`src/rtl/stop_watch_pkg.sv`:
```
// Shared constants for the stopwatch button sequencer: FSM encoding and
// the debounce defaults used on hardware.
package stop_watch_pkg;

  localparam int DB_CYCLES_DEFAULT = 2000000;
  localparam int DB_W_DEFAULT      = 21;

  typedef logic [1:0] state_t;

  localparam logic [1:0] ST_IDLE = 2'd0;
  localparam logic [1:0] ST_RUN  = 2'd1;
  localparam logic [1:0] ST_STOP = 2'd2;
  localparam logic [1:0] ST_LAP  = 2'd3;

  // The counter is enabled in both running states; a lap only freezes the display.
  function automatic logic is_counting(input state_t st);
    return (st == ST_RUN) || (st == ST_LAP);
  endfunction

endpackage

```
`src/rtl/stop_watch_ctrl_if.sv`:
```
// Signal bundle between the stopwatch controller and its surroundings
// (buttons, digit counter, display multiplexer).
interface stop_watch_ctrl_if;

  logic       btn_ss;
  logic       btn_lc;
  logic [3:0] d3;
  logic [3:0] d2;
  logic [3:0] d1;
  logic [3:0] d0;
  logic       go;
  logic       clr;
  logic [3:0] disp3;
  logic [3:0] disp2;
  logic [3:0] disp1;
  logic [3:0] disp0;
  logic       running;
  logic       lap_active;

  modport slave (
    input  btn_ss, btn_lc, d3, d2, d1, d0,
    output go, clr, disp3, disp2, disp1, disp0, running, lap_active
  );

  modport master (
    output btn_ss, btn_lc, d3, d2, d1, d0,
    input  go, clr, disp3, disp2, disp1, disp0, running, lap_active
  );

endinterface

```
`src/rtl/stop_watch_ctrl_debounce.sv`:
```
// Push-button conditioner: 2-FF synchroniser, stability counter and a
// single-cycle pulse on each filtered 0->1 transition.
module btn_debounce #(
  parameter int DB_CYCLES = 4,
  parameter int DB_W      = 3
) (
  input  logic clk,
  input  logic reset,
  input  logic btn_raw,
  output logic level,
  output logic rise_p
);

  logic            sync1_q;
  logic            sync2_q;
  logic            level_q;
  logic            level_d;
  logic            level_prev_q;
  logic [DB_W-1:0] cnt_q;
  logic [DB_W-1:0] cnt_d;

  // The level only flips once the disagreement has persisted past DB_CYCLES
  // counts, which yields a raw-to-level latency of 2 + DB_CYCLES edges.
  always_comb begin
    level_d = level_q;
    cnt_d   = cnt_q + DB_W'(1);
    if (sync2_q == level_q) begin
      cnt_d = '0;
    end else if (cnt_q == DB_W'(DB_CYCLES)) begin
      level_d = sync2_q;
      cnt_d   = '0;
    end
  end

  always_ff @(posedge clk) begin
    if (reset) begin
      sync1_q      <= 1'b0;
      sync2_q      <= 1'b0;
      level_q      <= 1'b0;
      level_prev_q <= 1'b0;
      cnt_q        <= '0;
    end else begin
      sync1_q      <= btn_raw;
      sync2_q      <= sync1_q;
      level_q      <= level_d;
      level_prev_q <= level_q;
      cnt_q        <= cnt_d;
    end
  end

  assign level  = level_q;
  assign rise_p = level_q & ~level_prev_q;

endmodule

```
`src/rtl/stop_watch_ctrl.sv`:
```
// Stopwatch sequencer: debounced start/stop and lap/clear buttons drive a
// 4-state FSM that controls the digit counter and freezes the display on lap.
module stop_watch_ctrl
  import stop_watch_pkg::*;
#(
  parameter int DB_CYCLES = DB_CYCLES_DEFAULT,
  parameter int DB_W      = DB_W_DEFAULT
) (
  input logic               clk,
  input logic               reset,
  stop_watch_ctrl_if.slave  bus
);

  logic [1:0]  btn_raw;
  logic [1:0]  btn_level;
  logic [1:0]  btn_rise;
  logic        ss_p;
  logic        lc_p;

  state_t      state_q;
  state_t      state_d;
  logic        go_q;
  logic        go_d;
  logic        clr_q;
  logic        clr_d;
  logic [15:0] lap_q;
  logic [15:0] lap_d;
  logic [15:0] live_digits;

  assign btn_raw     = {bus.btn_lc, bus.btn_ss};
  assign live_digits = {bus.d3, bus.d2, bus.d1, bus.d0};

  generate
    for (genvar gi = 0; gi < 2; gi++) begin : g_btn
      btn_debounce #(
        .DB_CYCLES (DB_CYCLES),
        .DB_W      (DB_W)
      ) u_db (
        .clk     (clk),
        .reset   (reset),
        .btn_raw (btn_raw[gi]),
        .level   (btn_level[gi]),
        .rise_p  (btn_rise[gi])
      );
    end
  endgenerate

  assign ss_p = btn_rise[0] & btn_level[0];
  assign lc_p = btn_rise[1] & btn_level[1];

  // Start/stop has priority: a simultaneous lap/clear press is dropped.
  always_comb begin
    state_d = state_q;
    clr_d   = 1'b0;
    lap_d   = lap_q;
    if (ss_p) begin
      case (state_q)
        ST_IDLE: state_d = ST_RUN;
        ST_RUN:  state_d = ST_STOP;
        ST_LAP:  state_d = ST_STOP;
        ST_STOP: state_d = ST_RUN;
        default: state_d = ST_IDLE;
      endcase
    end else if (lc_p) begin
      case (state_q)
        ST_IDLE: begin
          state_d = ST_IDLE;
          clr_d   = 1'b1;
        end
        ST_RUN: begin
          state_d = ST_LAP;
          lap_d   = live_digits;
        end
        ST_LAP:  state_d = ST_RUN;
        ST_STOP: begin
          state_d = ST_IDLE;
          clr_d   = 1'b1;
        end
        default: state_d = ST_IDLE;
      endcase
    end
    go_d = is_counting(state_d);
  end

  // clr is raised out of reset because the digit counter has no reset of its own.
  always_ff @(posedge clk) begin
    if (reset) begin
      state_q <= ST_IDLE;
      go_q    <= 1'b0;
      clr_q   <= 1'b1;
      lap_q   <= '0;
    end else begin
      state_q <= state_d;
      go_q    <= go_d;
      clr_q   <= clr_d;
      lap_q   <= lap_d;
    end
  end

  always_comb begin
    if (state_q == ST_LAP) begin
      {bus.disp3, bus.disp2, bus.disp1, bus.disp0} = lap_q;
    end else begin
      {bus.disp3, bus.disp2, bus.disp1, bus.disp0} = live_digits;
    end
  end

  assign bus.go         = go_q;
  assign bus.clr        = clr_q;
  assign bus.running    = is_counting(state_q);
  assign bus.lap_active = (state_q == ST_LAP);

endmodule

```
`src/flat_wrapper.sv`:
```
// flat-port wrapper written by rule: the top's interface ports become plain ports
module stop_watch_ctrl_flat import stop_watch_pkg::*;
#(
  parameter int DB_CYCLES = DB_CYCLES_DEFAULT,
  parameter int DB_W      = DB_W_DEFAULT
)
  (clk, reset, bus_btn_ss, bus_btn_lc, bus_d3, bus_d2, bus_d1, bus_d0, bus_go, bus_clr, bus_disp3, bus_disp2, bus_disp1, bus_disp0, bus_running, bus_lap_active);
  stop_watch_ctrl_if bus_i ();
  input logic clk;
  input logic reset;
  input wire logic [$bits(bus_i.btn_ss)-1:0] bus_btn_ss;
  input wire logic [$bits(bus_i.btn_lc)-1:0] bus_btn_lc;
  input wire logic [$bits(bus_i.d3)-1:0] bus_d3;
  input wire logic [$bits(bus_i.d2)-1:0] bus_d2;
  input wire logic [$bits(bus_i.d1)-1:0] bus_d1;
  input wire logic [$bits(bus_i.d0)-1:0] bus_d0;
  output wire logic [$bits(bus_i.go)-1:0] bus_go;
  output wire logic [$bits(bus_i.clr)-1:0] bus_clr;
  output wire logic [$bits(bus_i.disp3)-1:0] bus_disp3;
  output wire logic [$bits(bus_i.disp2)-1:0] bus_disp2;
  output wire logic [$bits(bus_i.disp1)-1:0] bus_disp1;
  output wire logic [$bits(bus_i.disp0)-1:0] bus_disp0;
  output wire logic [$bits(bus_i.running)-1:0] bus_running;
  output wire logic [$bits(bus_i.lap_active)-1:0] bus_lap_active;
  assign bus_i.btn_ss = bus_btn_ss;
  assign bus_i.btn_lc = bus_btn_lc;
  assign bus_i.d3 = bus_d3;
  assign bus_i.d2 = bus_d2;
  assign bus_i.d1 = bus_d1;
  assign bus_i.d0 = bus_d0;
  assign bus_go = bus_i.go;
  assign bus_clr = bus_i.clr;
  assign bus_disp3 = bus_i.disp3;
  assign bus_disp2 = bus_i.disp2;
  assign bus_disp1 = bus_i.disp1;
  assign bus_disp0 = bus_i.disp0;
  assign bus_running = bus_i.running;
  assign bus_lap_active = bus_i.lap_active;
  stop_watch_ctrl #(.DB_CYCLES(DB_CYCLES), .DB_W(DB_W)) u_core (.clk(clk), .reset(reset), .bus(bus_i));
endmodule
```
`config.mk`:
```
export PLATFORM = sky130hd
export DESIGN_NAME = stop_watch_ctrl_flat
export DESIGN_NICKNAME = d
export VERILOG_FILES = /design/src/rtl/stop_watch_pkg.sv /design/src/rtl/stop_watch_ctrl_if.sv /design/src/rtl/stop_watch_ctrl_debounce.sv /design/src/rtl/stop_watch_ctrl.sv /design/src/flat_wrapper.sv
export SDC_FILE = /design/constraint.sdc
export NUM_CORES = 1
export LEC_CHECK = 0
export CORE_ASPECT_RATIO = 1.75
export CORE_MARGIN = 4
export CORE_UTILIZATION = 55
export DETAILED_ROUTE_END_ITERATION = 8
export PLACE_DENSITY = 0.81
export SLEW_MARGIN = 20
export SYNTH_ARGS = -nofsm -noshare
export SYNTH_HDL_FRONTEND = slang
export SYNTH_HIERARCHICAL = 1
export SYNTH_SLANG_ARGS = --single-unit
```
`constraint.sdc`:
```
create_clock -name clk -period 2.7 [get_ports clk]
set_clock_uncertainty 0.15 [all_clocks]
set_input_delay 0.81 -clock clk [delete_from_list [all_inputs] [get_ports clk]]
set_output_delay 0.81 -clock clk [all_outputs]
set_load 0.005 [all_outputs]
```
### After elaboration in Yosys (flattened, before gate mapping)

Index checks and enable logic that the tools add are counted.
W data, S select, Z words.

| storage, ports and cells | value |
|---|---|
| register bits after elaboration | 70 |
| output and inout bits | 20 |

| operators by class | value |
|---|---|
| $add $sub $neg | 2 |
| equality and inequality tests | 9 |
| mux-type cells | 11 |
| bitwise operators | 9 |
| reductions and logical operators | 10 |

Operator list:

| operator | number |
|---|---|
| $add A21 B1 Y21 const B | 2 |
| $eq A21 B21 Y1 const B | 2 |
| $mux W4 | 4 |
| $eq A2 B2 Y1 const B | 3 |
| $pmux W2 S3 | 1 |
| $reduce_or A3 Y1 | 2 |
| $not A1 Y1 | 5 |
| $and A1 B1 Y1 | 4 |
| $eq A2 B1 Y1 const B | 2 |
| $mux W2 | 2 |
| $pmux W2 S2 | 1 |
| $reduce_and A2 Y1 | 2 |
| $reduce_or A2 Y1 | 2 |
| $mux W1 | 3 |
| $reduce_and A3 Y1 | 1 |
| $eq A1 B1 Y1 | 2 |
| $logic_not A2 Y1 | 1 |
| $logic_or A1 B1 Y1 | 2 |

### Logic depth before layout (Yosys ltp)

Gate-level depths: netlist of run 1.

| logic depth | value |
|---|---|
| depth in word-level cells | 7 |
| mapped depth | 7 |

### Modules after synthesis

The synthesis of run 1 kept the hierarchy.

By module, submodules not included:

| module | times used | cells each | area an instance (um^2) | seq. area each (um^2) |
|---|---|---|---|---|
| btn_debounce (u_core.g_btn[1].u_db) | 1 | 128 | 1101.1 | 500.5 |
| stop_watch_ctrl | 1 | 103 | 1101.1 | 380.4 |
| btn_debounce (u_core.g_btn[0].u_db) | 1 | 128 | 1093.5 | 500.5 |

### Least setup slack after synthesis of run 1

No wires, ideal clock.

| path | value |
|---|---|
| path kind | reg-to-reg |
| start | reg u_core.g_btn[1].u_db.cnt_q[0] |
| end | reg u_core.g_btn[1].u_db.cnt_q[18] |
| arrival time | 1.888 ns |
| setup slack | 0.592 ns |
| cell stages (with the launch flop) | 7 |
| path buffers | 1 |
| cell sequence | dfxtp_1 -> ha_1 -> nand3_1 -> or4_1 -> clkbuf_1 -> or4_1 -> a21oi_1 |

| between the ends | value |
|---|---|
| longest elaborated chain between the ends | 2 |

Ends and longest elaborated chain:

| element | RTL line | RTL |
|---|---|---|
| start, declared | stop_watch_ctrl_debounce.sv:19 | `logic [DB_W-1:0] cnt_q;` |
| start signal, assigned | stop_watch_ctrl_debounce.sv:47 | `cnt_q <= cnt_d;` |
| parallel branches: the longest is 2 deep, another holds $add A21 B1 Y21 | -- |  |

Several ways; the timed one is not identified.
A chain may end at the register's enable or synchronous reset.

### Worst setup path in the final report of run 1

| path | value |
|---|---|
| start | in bus_d3[0] |
| end | out bus_disp3[0] |

| between the ends | value |
|---|---|
| longest elaborated chain between the ends | 1 |

Ends and longest elaborated chain:

| element | RTL line | RTL |
|---|---|---|
| start, declared | flat_wrapper.sv:13 | `input wire logic [$bits(bus_i.d3)-1:0] bus_d3;` |
| $mux W4 | stop_watch_ctrl.sv:101 | `if (state_q == ST_LAP) begin` |
| end, declared | flat_wrapper.sv:19 | `output wire logic [$bits(bus_i.disp3)-1:0] bus_disp3;` |

Every way passes these cells.

==> results of run 1 <==
## synthesized netlist by cell type (2+ instances only)
cell and count:
mux2i_1 16, or2b_1 20, a21oi_1 16, xor2_1 4, or4_1 10, nand3_1 15, buf_2 3, nor4_1 4
mux2_2 16, clkbuf_1 8, nor4b_1 4, xnor2_1 23, or3_1 12, dfxtp_1 69, o31ai_1 6, buf_6 2
nor3_1 8, nor2b_1 10, inv_1 19, nand2b_1 12, ha_1 4, o21ai_0 12, nand4_2 2, nor2_1 35
nand2_1 12, nand4_1 6
## worst paths after layout
kind,startpoint,endpoint,slack (ns)
hold reg to reg,u_core/g_btn[1].u_db/sync1_q$_SDFF_PP0_,u_core/g_btn[1].u_db/sync2_q$_SDFF_PP0_,0.31
setup / recovery,bus_d3[0],bus_disp3[0],0.03
setup reg to reg,u_core/g_btn[1].u_db/cnt_q[0]$_SDFF_PP0_,u_core/g_btn[1].u_db/cnt_q[20]$_SDFF_PP0_,0.39
hold / removal,u_core/g_btn[1].u_db/sync1_q$_SDFF_PP0_,u_core/g_btn[1].u_db/sync2_q$_SDFF_PP0_,0.31
## state kept, by name (all words and copies together), names as in the netlist, named ones only
register and cells:
u_core/g_btn.u_db/cnt_q 42, u_core/g_btn.u_db/level_prev_q 2, u_core/bus.clr 1, u_core/g_btn.u_db/sync1_q 2
u_core/lap_q 16, u_core/g_btn.u_db/level 2, u_core/g_btn.u_db/sync2_q 2
## final cells by class
cell class | count | area (um2) | area share
Inverter | 20 | 75.1 | 0.0189
Multi-Input combinational cell | 255 | 1750 | 0.441
Clock inverter | 7 | 121 | 0.0306
Sequential cell | 69 | 1380 | 0.349
Tap cell | 78 | 97.6 | 0.0246
Clock buffer | 9 | 124 | 0.0313
Timing Repair Buffer | 45 | 415 | 0.105
## routing by layer
metal,up-vias,track usage,part of all wire
met5,-,0,0
met4,0,0.0923,0.030
met3,12,0.0549,0.052
met2,52,0.338,0.51
met1,1210,0.199,0.41
li1,1311,-,-
## cell families after synthesis
logic type                 after synthesis  synth area share
DFF                                     69             0.419
xor gates and xnor gates                27            0.0718
muxes                                   32             0.103
and+or+nand+nor                        156             0.277
buffers and inverters                   35            0.0520
adders and majority gates                4            0.0152
AOI/OAI and AO/OA                       36            0.0615
## power groups by stage
| stage | clock (mW) | sequential (mW) | combinational [mW] |
|---|---|---|---|
| after floorplan | 0 | 1.05 | 0.0399 |
| after global placement | 0 | 1.05 | 0.105 |
| after detailed placement | 0 | 1.05 | 0.107 |
| after CTS | 1.04 | 1.02 | 0.100 |
| after global routing | 1.08 | 1.02 | 0.108 |
| final | 1.01 | 1.02 | 0.0978 |
## through the flow
step	instances	setup TNS [ns]	utilization	cell area, um2
final	483	0	0.679	3960
after global routing	483	0	0.679	3960
after CTS	483	0	0.682	3980
after detailed placement	467	-3.14	0.640	3730
after global placement	467	-3.02	0.640	3730
after floorplan	359	0	-	3300
## timing repair
item / in CTS / in global routing
gates resized for setup: 32 / 4
endpoints found under the hold margin: 0 / 0
setup endpoints to repair: 16 / 3
hold buffers: 0 / 0
==> results.tsv, run 1 <==
stage	metric	value	unit
yosys	FF+latch count, synth	69	
drt	average wire per standard cell	13.1	um
sta	achievable clock frequency	375	MHz
worst_hold_path	type of the most critical hold path	reg -> reg	
sta	RSZ-0062 raised after global routing	false	
setup_path	slowest CP cell	clkdlybuf4s50_1	
finish	final net count	424	
global_route	vias in the first global route	2654	
cts	CTS sink cnt	69	
finish	Fill cells	486	
power	clock power share	0.475	
yosys	Yosys cell types	37	
sta	final setup fails	0	
power	Leak	1.29	nW
setup_path	Setup Crit Path Kind	in -> out	
global_route	largest net degree at the start of global routing	29	
sta	crit share post-route	0.989	
run_status	outcome	complete, no violations	
floorplan	Rows	37	
yosys	syn_area_per_cell	9.18	um2
global_route	first-pass GRT wire length	11300	um
setup_path	WP data arrival	1.71	ns
floorplan	die area	7340	um2
sta	Worst-Margin Slew	0.304	ns
yosys	Gate Count Post-Synth	359	
power	peak supply drop	454	uV
placed_design	number of I/O port buffers	39	
setup_path	Critical path buffers and inverters	2	
finish	share of cells above drive strength 1	0.123	
cts	CTS H-tree lvls	3	
setup_path	R2R cell count	5	
worst_hold_path	cell depth of the worst hold path	1	
setup_path	Worst path depth	3	
setup_path	delay-heaviest family, CP	buffers and inverters	
global_route	GRT Total Usage	0.192	
cts	Clock transition at path regs	0.08	ns
drt	initial drt markers	49	
sta	WHS	0.305	ns
sta	final hold violations	0	
cts	CTS Buffer Depth	2	
floorplan	Die H	110	um
yosys	Seq/Total Area, Yosys	0.419	
drt	number of iterations in the first detailed-routing pass	4	
cts	CTS buffer count	9	
yosys	Ys Warns	6	
cts	TritonCTS clock tree	built	
power	P_int	1.70	mW
floorplan	core box area	5830	um2
flow_run	max cap viols	0	
drt	DR vias/cell	5.35	
floorplan	I/O Pins	40	
sta	setup ws final	0.0303	ns
placed_design	GPL Wtd Cong	0.818	
power	Flop pwr share	0.479	
yosys	ys async rst share	0	
power	combinational cell fraction of total power	0.046	
floorplan	Initial Utilization	0.565	
yosys	Post-synth EDFFs	0	
power	Sw Ratio	0.203	
sta	Final min period	2.67	ns
setup_path	Critical Path End Type	output pin	
sta	Rel. slew slack	0.796	
setup_path	CP required	1.74	ns
drt	via count	2585	
drt	drt drc	0	
finish	most frequent cells in the layout	dfxtp_1 (69), nor2_1 (35), xnor2_1 (23)	
setup_path	CP Max Fanout	2	
yosys	syn_nets	383	
placed_design	dpl ws	-0.220	ns
setup_path	Startpoint Class	primary input	
finish	ANT cells	0	
placed_design	HPWL Detailed	4570	um
power	Cell Pwr Density	539	nW/um2
yosys	share of the synthesized area in the top cell type	0.419	
global_route	initial antenna violation count	0	
power	Power, Total	2.14	mW
cts	Root Buffer	clkbuf_8	
finish	most common cell after layout, fill and taps aside	dfxtp_1	
yosys	synthesized area	3300	um2
yosys	post-synth top area cell	dfxtp_1	
cts	Clock Latency Late Sink	0.34	ns
yosys	Synth area leaders	dfxtp_1 (42%), xnor2_1 (6.1%), mux2_2 (5.5%), mux2i_1 (4.9%), or2b_1 (4.6%)	
cts	# Post-CTS Setup Buffers	0	
floorplan	Die W	66.5	um
global_route	Remaining Overflow, GRT	0	
setup_path	crit-path cells	clkdlybuf4s50_1 > mux2_2 > clkdlybuf4s15_1	
drt	Final ANT Viol Nets	0	
drt	Total Wirelength	6330	um
sta	Slew Viols, Final	0	
yosys	dominant synthesized flop cell	dfxtp_1	
setup_path	slowest stage delay, CP	0.42	ns
finish	synthesis-to-layout area growth	20.2	%
power	NetSw	434	uW
(Power assumes the default switching activity.)
==> run 2, diff against run 1 <==
Settings changed: CTS_CLUSTER_SIZE set to 12.
==> results of run 2 <==
No change in the layout: final DEF, timing and power equal those of run 1.
